### src/rtl/muldiv_ctrl.sv
// Iterative RV32M multiply/divide unit for the EX stage: one bit per cycle,
// with stall and result handshakes back to the in-order pipeline.
module muldiv_ctrl #(
   parameter bit FAST_SPECIAL = 1'b1
) (
   input  logic        clk,
   input  logic        rst,
   input  logic        valid_EX_I,
   input  logic [2:0]  md_op_EX_I,
   input  logic [31:0] Rd_data1_EX_I,
   input  logic [31:0] Rd_data2_EX_I,
   input  logic        flush_EX_I,
   output logic        stall_EX_O,
   output logic        md_done_EX_O,
   output logic [31:0] md_result_EX_O
);

   // state | meaning
   // IDLE  | waiting for an M-extension op in EX
   // BUSY  | iterating, counter 0..31
   // DONE  | result presented for one cycle
   typedef enum logic [1:0] {IDLE, BUSY, DONE} state_t;

   state_t      state;
   logic [4:0]  cnt;
   logic [2:0]  op;
   logic [31:0] hi, lo, m, a_raw;
   logic        neg_res, div0, ovf;

   logic        a_sgn, b_sgn, neg_in, is_div, div0_in, ovf_in;
   logic [31:0] mag_a, mag_b;

   always_comb begin
      is_div  = md_op_EX_I[2];
      a_sgn   = Rd_data1_EX_I[31] & (md_op_EX_I == 3'd1 || md_op_EX_I == 3'd2 ||
                                     md_op_EX_I == 3'd4 || md_op_EX_I == 3'd6);
      b_sgn   = Rd_data2_EX_I[31] & (md_op_EX_I == 3'd1 || md_op_EX_I == 3'd4 ||
                                     md_op_EX_I == 3'd6);
      mag_a   = a_sgn ? (32'd0 - Rd_data1_EX_I) : Rd_data1_EX_I;
      mag_b   = b_sgn ? (32'd0 - Rd_data2_EX_I) : Rd_data2_EX_I;
      neg_in  = (md_op_EX_I == 3'd6) ? a_sgn : (a_sgn ^ b_sgn);
      div0_in = is_div & (Rd_data2_EX_I == 32'd0);
      ovf_in  = is_div & ~md_op_EX_I[0] & (Rd_data1_EX_I == 32'h8000_0000) &
                (Rd_data2_EX_I == 32'hFFFF_FFFF);
   end

   // One iteration step. Multiply: hi accumulates, lo shifts out multiplier
   // bits and collects product low bits. Divide: hi is the partial remainder,
   // lo shifts out dividend bits and collects quotient bits.
   logic [32:0] mul_sum;
   logic [32:0] div_sh;
   logic [31:0] div_sub;
   logic        div_ok;

   always_comb begin
      mul_sum = {1'b0, hi} + (lo[0] ? {1'b0, m} : 33'd0);
      div_sh  = {hi, lo[31]};
      div_ok  = (div_sh >= {1'b0, m});
      div_sub = div_sh[31:0] - m;
   end

   logic [63:0] prod_s;
   logic [31:0] quo_s, rem_s, res;

   always_comb begin
      prod_s = neg_res ? (64'd0 - {hi, lo}) : {hi, lo};
      quo_s  = neg_res ? (32'd0 - lo) : lo;
      rem_s  = neg_res ? (32'd0 - hi) : hi;
      res    = 32'd0;
      case (op)
         3'd0:                res = prod_s[31:0];
         3'd1, 3'd2, 3'd3:    res = prod_s[63:32];
         3'd4, 3'd5:          res = div0 ? 32'hFFFF_FFFF : (ovf ? 32'h8000_0000 : quo_s);
         default:             res = div0 ? a_raw : (ovf ? 32'd0 : rem_s);
      endcase
   end

   always_ff @(posedge clk) begin
      if (rst) begin
         state   <= IDLE;
         cnt     <= 5'd0;
         op      <= 3'd0;
         hi      <= 32'd0;
         lo      <= 32'd0;
         m       <= 32'd0;
         a_raw   <= 32'd0;
         neg_res <= 1'b0;
         div0    <= 1'b0;
         ovf     <= 1'b0;
      end else if (flush_EX_I) begin
         state <= IDLE;
      end else begin
         case (state)
            IDLE: if (valid_EX_I) begin
               op      <= md_op_EX_I;
               cnt     <= 5'd0;
               hi      <= 32'd0;
               lo      <= is_div ? mag_a : mag_b;
               m       <= is_div ? mag_b : mag_a;
               a_raw   <= Rd_data1_EX_I;
               neg_res <= neg_in;
               div0    <= div0_in;
               ovf     <= ovf_in;
               state   <= ((div0_in || ovf_in) && FAST_SPECIAL) ? DONE : BUSY;
            end
            BUSY: begin
               if (op[2]) begin
                  hi <= div_ok ? div_sub : div_sh[31:0];
                  lo <= {lo[30:0], div_ok};
               end else begin
                  hi <= mul_sum[32:1];
                  lo <= {mul_sum[0], lo[31:1]};
               end
               cnt <= cnt + 5'd1;
               if (cnt == 5'd31) state <= DONE;
            end
            DONE:    state <= IDLE;
            default: state <= IDLE;
         endcase
      end
   end

   assign stall_EX_O     = ~flush_EX_I & (((state == IDLE) & valid_EX_I) | (state == BUSY));
   assign md_done_EX_O   = (state == DONE);
   assign md_result_EX_O = (state == DONE) ? res : 32'd0;

endmodule

### config.mk
export PLATFORM = sky130hd
export DESIGN_NAME = muldiv_ctrl
export DESIGN_NICKNAME = d
export VERILOG_FILES = /design/src/rtl/muldiv_ctrl.sv
export SDC_FILE = /design/constraint.sdc
export NUM_CORES = 1
export LEC_CHECK = 0
export CAP_MARGIN = 10
export CORE_ASPECT_RATIO = 0.75
export CORE_MARGIN = 10
export CORE_UTILIZATION = 40
export CTS_CLUSTER_DIAMETER = 30
export DETAILED_ROUTE_END_ITERATION = 10
export HOLD_SLACK_MARGIN = 0.03
export MAX_ROUTING_LAYER = met4
export PLACE_DENSITY = 0.6
export REMOVE_ABC_BUFFERS = 1
export SLEW_MARGIN = 20
export SYNTH_ARGS = -nofsm -noshare
export SYNTH_HDL_FRONTEND = slang
export SYNTH_SLANG_ARGS = --single-unit
### constraint.sdc
create_clock -name clk -period 9.2 [get_ports clk]
set_input_delay 0.92 -clock clk [delete_from_list [all_inputs] [get_ports clk]]
set_output_delay 0.92 -clock clk [all_outputs]
set_load 0.005 [all_outputs]
=== Word-level counts from Yosys, hierarchy flattened ===
Cells that the tools add are included.
Widths: inputs -> output; s select.

* Register bits: 141
* Bits of input ports: 71
* Output and inout port bits: 34
* Logic and storage cells: 91

* Add/sub/neg operators: 8
* Magnitude comparators: 1
* Equal/unequal tests: 16
* Mux-type cells: 28
* Bitwise operators: 12
* Reduce and logical (&&, ||, !) cells: 16

{| class="wikitable"
|+ Operator list
! operator !! number
|-
| $mux 32 || 17
|-
| $pmux 32 s2 || 2
|-
| $sub 1x32->32 const A || 4
|-
| $pmux 32 s3 || 1
|-
| $eq 32x32->1 const B || 2
|-
| $mux 64 || 1
|-
| $sub 1x64->64 const A || 1
|-
| $add 32x32->33 || 1
|-
| $ge 33x32->1 || 1
|-
| $logic_not 32->1 || 1
|-
| $sub 32x32->32 || 1
|-
| $eq 3x3->1 const B || 4
|-
| $pmux 5 s2 || 1
|-
| $eq 3x2->1 const B || 3
|-
| $and 1x1->1 || 8
|-
| $eq 3x1->1 const B || 2
|-
| $logic_or 1x1->1 || 6
|-
| $mux 2 || 3
|-
| $reduce_and 3->1 || 2
|-
| $add 5x1->5 const B || 1
|-
| $eq 5x5->1 const B || 1
|-
| $mux 5 || 1
|-
| $ne 2x2->1 const B || 2
|-
| $pmux 2 s2 || 1
|-
| 12 further kinds || 14
|}

=== Logic depth before layout (Yosys ltp) ===
* Word-level depth: 9
* Depth in mapped cells: 16
* Depth with buffers taken out: 14

=== Least setup slack after synthesis ===
OpenSTA, ideal clock, no wires.

* Path type: register to output
* Start point: register lo[14]
* End point: output md_result_EX_O[31]
* Data arrival time: 2,951 ps
* Required time: 8,280 ps
* Setup slack: 5,329 ps
* Stages on the path, launching flop included: 12
* Path buffers: 1
* Path through: dfxtp_1 -> buf_6 -> or4_4 -> nor3_2 -> and2_4 -> nand4_4 -> or4_4 -> or2_1 -> o21ai_1 -> nand2_1 -> xnor2_1 -> a2111oi_0

* Cells in the longest elaborated chain, start to end: 6
* Elaborated cells on any way between the ends: 8
* Classes of those cells: add/sub (2); mux (6)

{| class="wikitable"
|+ Ends and longest elaborated chain
! what !! RTL line !! source
|-
| start, declared || 27 || <nowiki>logic [31:0] hi, lo, m, a_raw;</nowiki>
|-
| start signal, assigned || 98 || <nowiki>lo <= is_div ? mag_a : mag_b;</nowiki>
|-
| start signal, assigned || 109 || <nowiki>lo <= {lo[30:0], div_ok};</nowiki>
|-
| start signal, assigned || 112 || <nowiki>lo <= {mul_sum[0], lo[31:1]};</nowiki>
|-
| $sub 1x32->32 || 67 || <nowiki>quo_s = neg_res ? (32'd0 - lo) : lo;</nowiki>
|-
| $mux 32 || 67 ||
|-
| $mux 32 (2 in a row) || 73 || <nowiki>3'd4, 3'd5: res = div0 ? 32'hFFFF_FFFF : (ovf ? 32'h8000_0000 : quo_s);</nowiki>
|-
| $pmux 32 s3 (*) || 70 || <nowiki>case (op)</nowiki>
|-
| $mux 32 (*) || 125 || <nowiki>assign md_result_EX_O = (state == DONE) ? res : 32'd0;</nowiki>
|-
| end, declared || 15 || <nowiki>output logic [31:0] md_result_EX_O</nowiki>
|}

Every way passes the cells marked *; elsewhere a longest branch is shown, timed or not.

=== Final worst setup path ===
* Start point: register lo[0]
* End point: output md_result_EX_O[20]

Same word-level chain as after synthesis.

==> metrics <==
launching point of the worst reg2reg path lo[0]; internal power 1340 uW; Post-synth top flop dfxtp_1; cells along the critical path inv_1 -> ha_1 -> and2_1 -> nand4_1 -> or4_4 -> o21ai_0 -> nand2_1 -> xor2_1 -> a221oi_1 -> nor3_1 -> clkdlybuf4s50_1; Lkg Pwr 0.00630 uW; Clk Latency, worst-skew pair 0.45 ns; synthesized flop and latch total 141; die height 184 um; most frequent cell after synthesis nand2_1; Worst-path clk slew 0.06 ns; Row Count 60; Syn Std Cell Area roughly 14000 um2; Worst Skew 0.0107 ns; largest net degree at the start of global routing 97; Setup-failing EPs final 0; GRT Util Overall 0.249; switching share of total power 0.352; PortBufs 104; initial antenna violation count 2; max frequency 167 MHz; post-DP HPWL 41.7 mm; grt total ovfl 0; Max VDD drop roughly 0.11 mV; RSZ-0062 raised after global routing no; Post-CTS Setup Inserts 0; post-layout net count 2152; Final Hold Fails 0; Placed Instances around 2500; hold_sp m[24]; final period utilization 0.651; Worst Tran Pin Value 1.13 ns; hold depth 2; CP max FO 31; DR vias/cell 6.14; Yosys cell types 76; Synth area leaders dfxtp_1, xnor2_1, ha_1; most frequent cells after synthesis nand2_1, nor2_1, a21oi_1; die width 239 um; status complete, no violations; CTS buffer count 17; number of global-route vias before repair 14100; CTS root buffer clkbuf_16; Arr. time, crit path 5.07 ns; max-slew violations 0; first-pass GRT wire length 83.5 mm; die area 44100 um2; total wire length around 54 mm; cell taking the most area after synthesis dfxtp_1; max-cap viol count 0; Initial Utilization 0.403; hold_buf cts 0; area grow syn2layout 13.0%; Yosys warnings 0; sequential area share after synthesis 0.196; Synth top area share 0.196; final setup TNS 0 ns; max incr delay on CP 0.81 ns; # IOs ~110; endpoint class of the critical path output pin; initial drt markers 1746; sequential share of power 0.332; Rel. slew slack 0.247; NetSw ~730 uW; part of the power in the clock network 0.368; DRC Markers 0; Post-synth EDFFs 0; minimum clock period after layout 5.99 ns; reg2reg path depth 13; ratio of cells with drive above 1 in the final layout 0.0475; DR pass1 iterations 6; Vias approximately 15000; GP Congestion 0.997; worst setup path class register to output pin; Critical Path RT 8.28 ns; syn_area_per_cell 7.11 um2; CP Launch Type register; wire per inst about 22 um; PD cells 127 nW/um2; H-tree depth 4; post-CTS sizing 0; number of buffers on the longest clock path 2; CP max-delay cell inv_1; Num Clock Sinks 141; setup slack, reg-to-reg 4.74 ns; Comb power frac 0.301; Syn Inst Count 2027; RR Endpoint hi[31]; HP Class register to register; asr flop ratio synth 0; Worst Hold Path EP m[24]; core area 35700 um2; ANT nets after route 0; Post-Layout Cell Count 2487; CTS tree done
-- registers in the layout (all words and copies together), names as in the netlist --
register	count
state	2
ovf	1
a_raw	32
op	3
div0	1
cnt	5
m	32
neg_res	1
lo	32
hi	32
-- cells in the final DEF, fill, tap and decap left out, types with 10 or more instances in the layout --
cell	netlist	layout
o31ai_1	34	34
xnor2_1	137	137
a31oi_1	15	15
nor3_1	75	74
a21oi_1	174	174
nand4_1	19	19
mux2i_1	81	81
inv_1	58	58
nor2b_1	16	16
o41ai_1	10	10
a221oi_1	65	65
a21o_1	27	27
nor4_1	22	21
o21ai_0	121	121
or3_1	14	14
dfxtp_1	141	139
nor2_1	215	211
xor2_1	66	66
clkdlybuf4s50_1	0	102
or4_1	16	16
clkbuf_16	0	17
ha_1	71	71
nand2b_1	22	21
o22ai_1	15	15
o211ai_1	21	21
nand2_1	223	222
buf_4	0	23
nand3_1	23	23
a211oi_1	36	35
-- power by group through the flow --
stage	clock (uW)	sequential, uW	combinational, uW
6_report	762	688	623
5_1_grt	796	692	676
4_1_cts	770	686	610
2_1_floorplan	0	688	401
3_3_place_gp	0	699	603
3_5_place_dp	0	700	606
-- metrics by stage --
stage	hold slack, ns	cell area, um2	total power [uW]	util	setup WS (ns)
CTS	0.456	16200	2070	0.454	3.37
detailed placement	0.447	15600	1310	0.437	3.87
global placement	0.444	15600	1300	0.437	3.93
finish	0.459	16300	2070	0.455	3.21
floorplan	0.426	13800	1090	-	3.89
global route	0.475	16300	2160	0.455	3.04
-- cell families (layout without fill, tap and decap cells) --
group           after synthesis  count (layout)  synth area share
compound gates              595             595             0.267
xor+xnor                    203             203             0.123
fa+ha+maj                    73              73            0.0645
buf+inv                     222             216            0.0587
flops                       141             141             0.196
mux                          83              83            0.0579
other cells                   0               1                 0
simple gates                710             710             0.233
-- worst max-delay path by stage --
| stage | start | to | slack, ns |
|---|---|---|---|
| finish | lo[0] | md_result_EX_O[20] | 3.21 |
| global route | lo[0] | md_result_EX_O[20] | 3.04 |
| CTS | lo[0] | md_result_EX_O[20] | 3.37 |
| detailed placement | lo[0] | md_result_EX_O[20] | 3.87 |
| global placement | lo[0] | md_result_EX_O[20] | 3.93 |
| floorplan | op[2] | md_result_EX_O[15] | 3.89 |
-- critical path, delay by kind of cell (launching register included) --
family,cells,cell delay [ns]
buf+inv,2,1.40
fa+ha+maj,1,0.35
compound gates,2,0.68
simple gates,5,1.64
xor+xnor,1,0.16
flops,1,0.37
-- layout make-up --
class / instances / area (um2)
clock buffer: 18 / 439
clock inverter: 14 / 190
tap: 465 / 582
timing repair buffer: 126 / 1220
antenna: 1 / 2.50
inverter: 58 / 218
sequential: 141 / 2830
multi-input combinational: 1664 / 10800
fill: 3658 / 19500
-- routing by layer --
layer	global-route usage	vias up	routed length, um
li1	-	7300	-
met2	0.350	631	22500
met3	0.0607	71	4810
met1	0.345	7258	25800
met4	0.0696	0	1370
met5	-	-	0
No activity file was read; power rests on OpenSTA's default activity.
==> patch: new RTL, same settings <==
`FAST_SPECIAL`: 1'b1 -> 1'b0.
--- a/src/rtl/muldiv_ctrl.sv
+++ b/src/rtl/muldiv_ctrl.sv
@@ -2,5 +2,5 @@
 // with stall and result handshakes back to the in-order pipeline.
 module muldiv_ctrl #(
-   parameter bit FAST_SPECIAL = 1'b1
+   parameter bit FAST_SPECIAL = 1'b0
 ) (
    input  logic        clk,
Function: changed (a bounded check fails within 4 cycles, from zero or initial values and one cycle with rst high).
==> patch against the unedited design <==
- hold slack got worse by 1.9 ps
- wire length is 7.0% higher
- non-clock buffer count up 3
- power decreased by 1.9%
- synthesized area increased by 1.1%
- worst setup slack improved by 490 ps
- highest routed layer unchanged
- sequential cell count did not move
- largest cell class unchanged
- design area grew 0.72%
==> patch: results (changes against the unedited design) <==
| Metric | Value |
|---|---|
| Non-Filler Instances | 2536 (+2.0%) |
| First-pass GRT wire length | 88700 um (+6.2%) |
| Register share of the cell area | 0.172 (-0.00140) |
| CP startpoint | lo[13]$_SDFFE_PP0P_ |
| FFs & Latches | 141 (unchanged) |
| Full die area | 44500 um2 (+0.95%) |
| Status | finished, final reports clean |
| ClkCell Share | 0.0364 (-0.00226) |
| CP endpoint | md_result_EX_O[26] |
| Distinct cells, synth | 78 (+2.6%) |
| Htree depth | 4 (unchanged) |
| Gate Count Post-Synth | 2065 (+1.9%) |
| Worst hold start | m[3]$_SDFFE_PP0P_ |
| Least-Margin Pin Slew | 992 ps (-136 ps) |
| Drt first pass iters | 5 (-1) |
| Routed WL | 58200 um (+7.0%) |
| DR vias | 15800 (+3.4%) |
| Clock buf count | 19 (+1) |
| RR Startpoint | lo[31]$_SDFFE_PP0P_ |
| Largest net degree at the start of global routing | 76 (-22%) |
| Pleak | 6.49 nW (+3.0%) |
| Post-synthesis mux area share | 0.0574 (-0.000430) |
| Compound-cell area share of the yosys netlist | 0.277 (+0.0100) |
| Final Hold Viols | 0 (unchanged) |
| DP HPWL | 44500 um (+6.7%) |
| Reg-to-reg endpoint | hi[30]$_SDFFE_PP0P_ |
| DRC marker count from the first detailed-route iteration | 1888 (+8.1%) |
| Worst Path Max Fanout | 8 (-74%) |
| Reg2reg setup slack | 4970 ps (+230 ps) |
| Synth cell count leaders | nand2_1 (247), a21oi_1 (198), nor2_1 (183), clkbuf_1 (141), dfxtp_1 (141) |
| WP data arrival | 4580 ps (-490 ps) |
| GR Util All Layers | 0.266 (+0.0170) |
| Placer Congestion | 0.955 (-4.2%) |
| Placed cells | 2502 (+2.0%) |
| Multi-input gate count | 1699 (+2.1%) |
| Share of layout cells above drive strength 1 | 0.0445 (-0.00304) |
| Synth Area in Adders | 0.0638 (-0.000671) |
| Worst path slowest cell | or4_4 |
| Max IR drop VDD | 120 uV (+6.0%) |
| Cell area after layout | 16400 um2 (+0.72%) |
| Non-CTS inverters | 68 (+17%) |
| Non-clk buf share | 0.0745 (-0.000539) |
| Skew final | 10.2 ps (-0.470 ps) |
| Signal buffers | 129 (+2.4%) |
| Synth Area in XOR/XNOR | 0.123 (-0.000682) |
| CTS max path bufs | 2 (unchanged) |
| Largest cells by area after synthesis | dfxtp_1 (19%), xnor2_1 (7.6%), a21oi_1 (6.8%) |
| N_diodes | 2 (+1) |
| Fraction of area in multi-input gates | 0.665 (+0.00211) |
| Initial antenna violation count | 3 (+1) |
| Vias in the first global route | 14500 (+3.2%) |
| Fin nets | 2200 (+2.2%) |
| Fillcell total | 3708 (+1.4%) |
| Dpl ws | 4260 ps (+398 ps) |
| Slowest stage delay, CP | 580 ps (-230 ps) |
| Seq/Total Area, Yosys | 0.194 (-0.00204) |
| Fmax | 182 MHz (+8.9%) |
| Number of port buffers | 104 (unchanged) |
| Num CTS Buffers | 17 (unchanged) |
## patch: cell types whose count changed after synthesis, moves of 7 or more
cell	before	now
nor4_1	22	14
nor3_1	75	90
xnor2_1	137	126
nand2_1	223	247
inv_1	58	65
a31oi_1	15	24
xor2_1	66	78
a21oi_1	174	198
nor2_1	215	183
and3_1	9	16
nand3_1	23	32
o22ai_1	15	8
o21ai_0	121	140
a221oi_1	65	44
## patch: layer usage
layer,GRT usage,share of wire,vias up
li1,-,-,7458
met1,0.373,0.47,7577
met2,0.366,0.41,683
met3,0.0659,0.093,65
met4,0.0770,0.024,0
met5,-,0,-
## patch: how the worst min path moves through the flow
| stage | cells after the start | to | slack [ps] |
|---|---|---|---|
| floorplan | 2 | m[10]$_SDFFE_PP0P_ | 430 |
| global placement | 2 | m[20]$_SDFFE_PP0P_ | 440 |
| detailed placement | 2 | a_raw[20]$_SDFFE_PP0P_ | 450 |
| CTS | 2 | m[3]$_SDFFE_PP0P_ | 460 |
| global route | 2 | a_raw[26]$_SDFFE_PP0P_ | 470 |
| finish | 2 | m[3]$_SDFFE_PP0P_ | 460 |
## patch: power breakdown
| part | switching (mW) | leakage (nW) | total, mW | internal [mW] |
|---|---|---|---|---|
| Sequential | 0.0431 | 1.15 | 0.683 | 0.640 |
| Combinational | 0.378 | 5.05 | 0.610 | 0.232 |
| Clock | 0.313 | 0.288 | 0.740 | 0.428 |
## patch: logic make-up (layout without fill, tap and decap cells)
| family | after synthesis | after routing |
|---|---|---|
| xor gates and xnor gates | 204 | 204 |
| buffers and inverters | 225 | 229 |
| adders and majority gates | 73 | 73 |
| AOI/OAI and AO/OA | 633 | 633 |
| other | 0 | 2 |
| muxes | 83 | 83 |
| DFF | 141 | 141 |
| and+or+nand+nor | 706 | 706 |
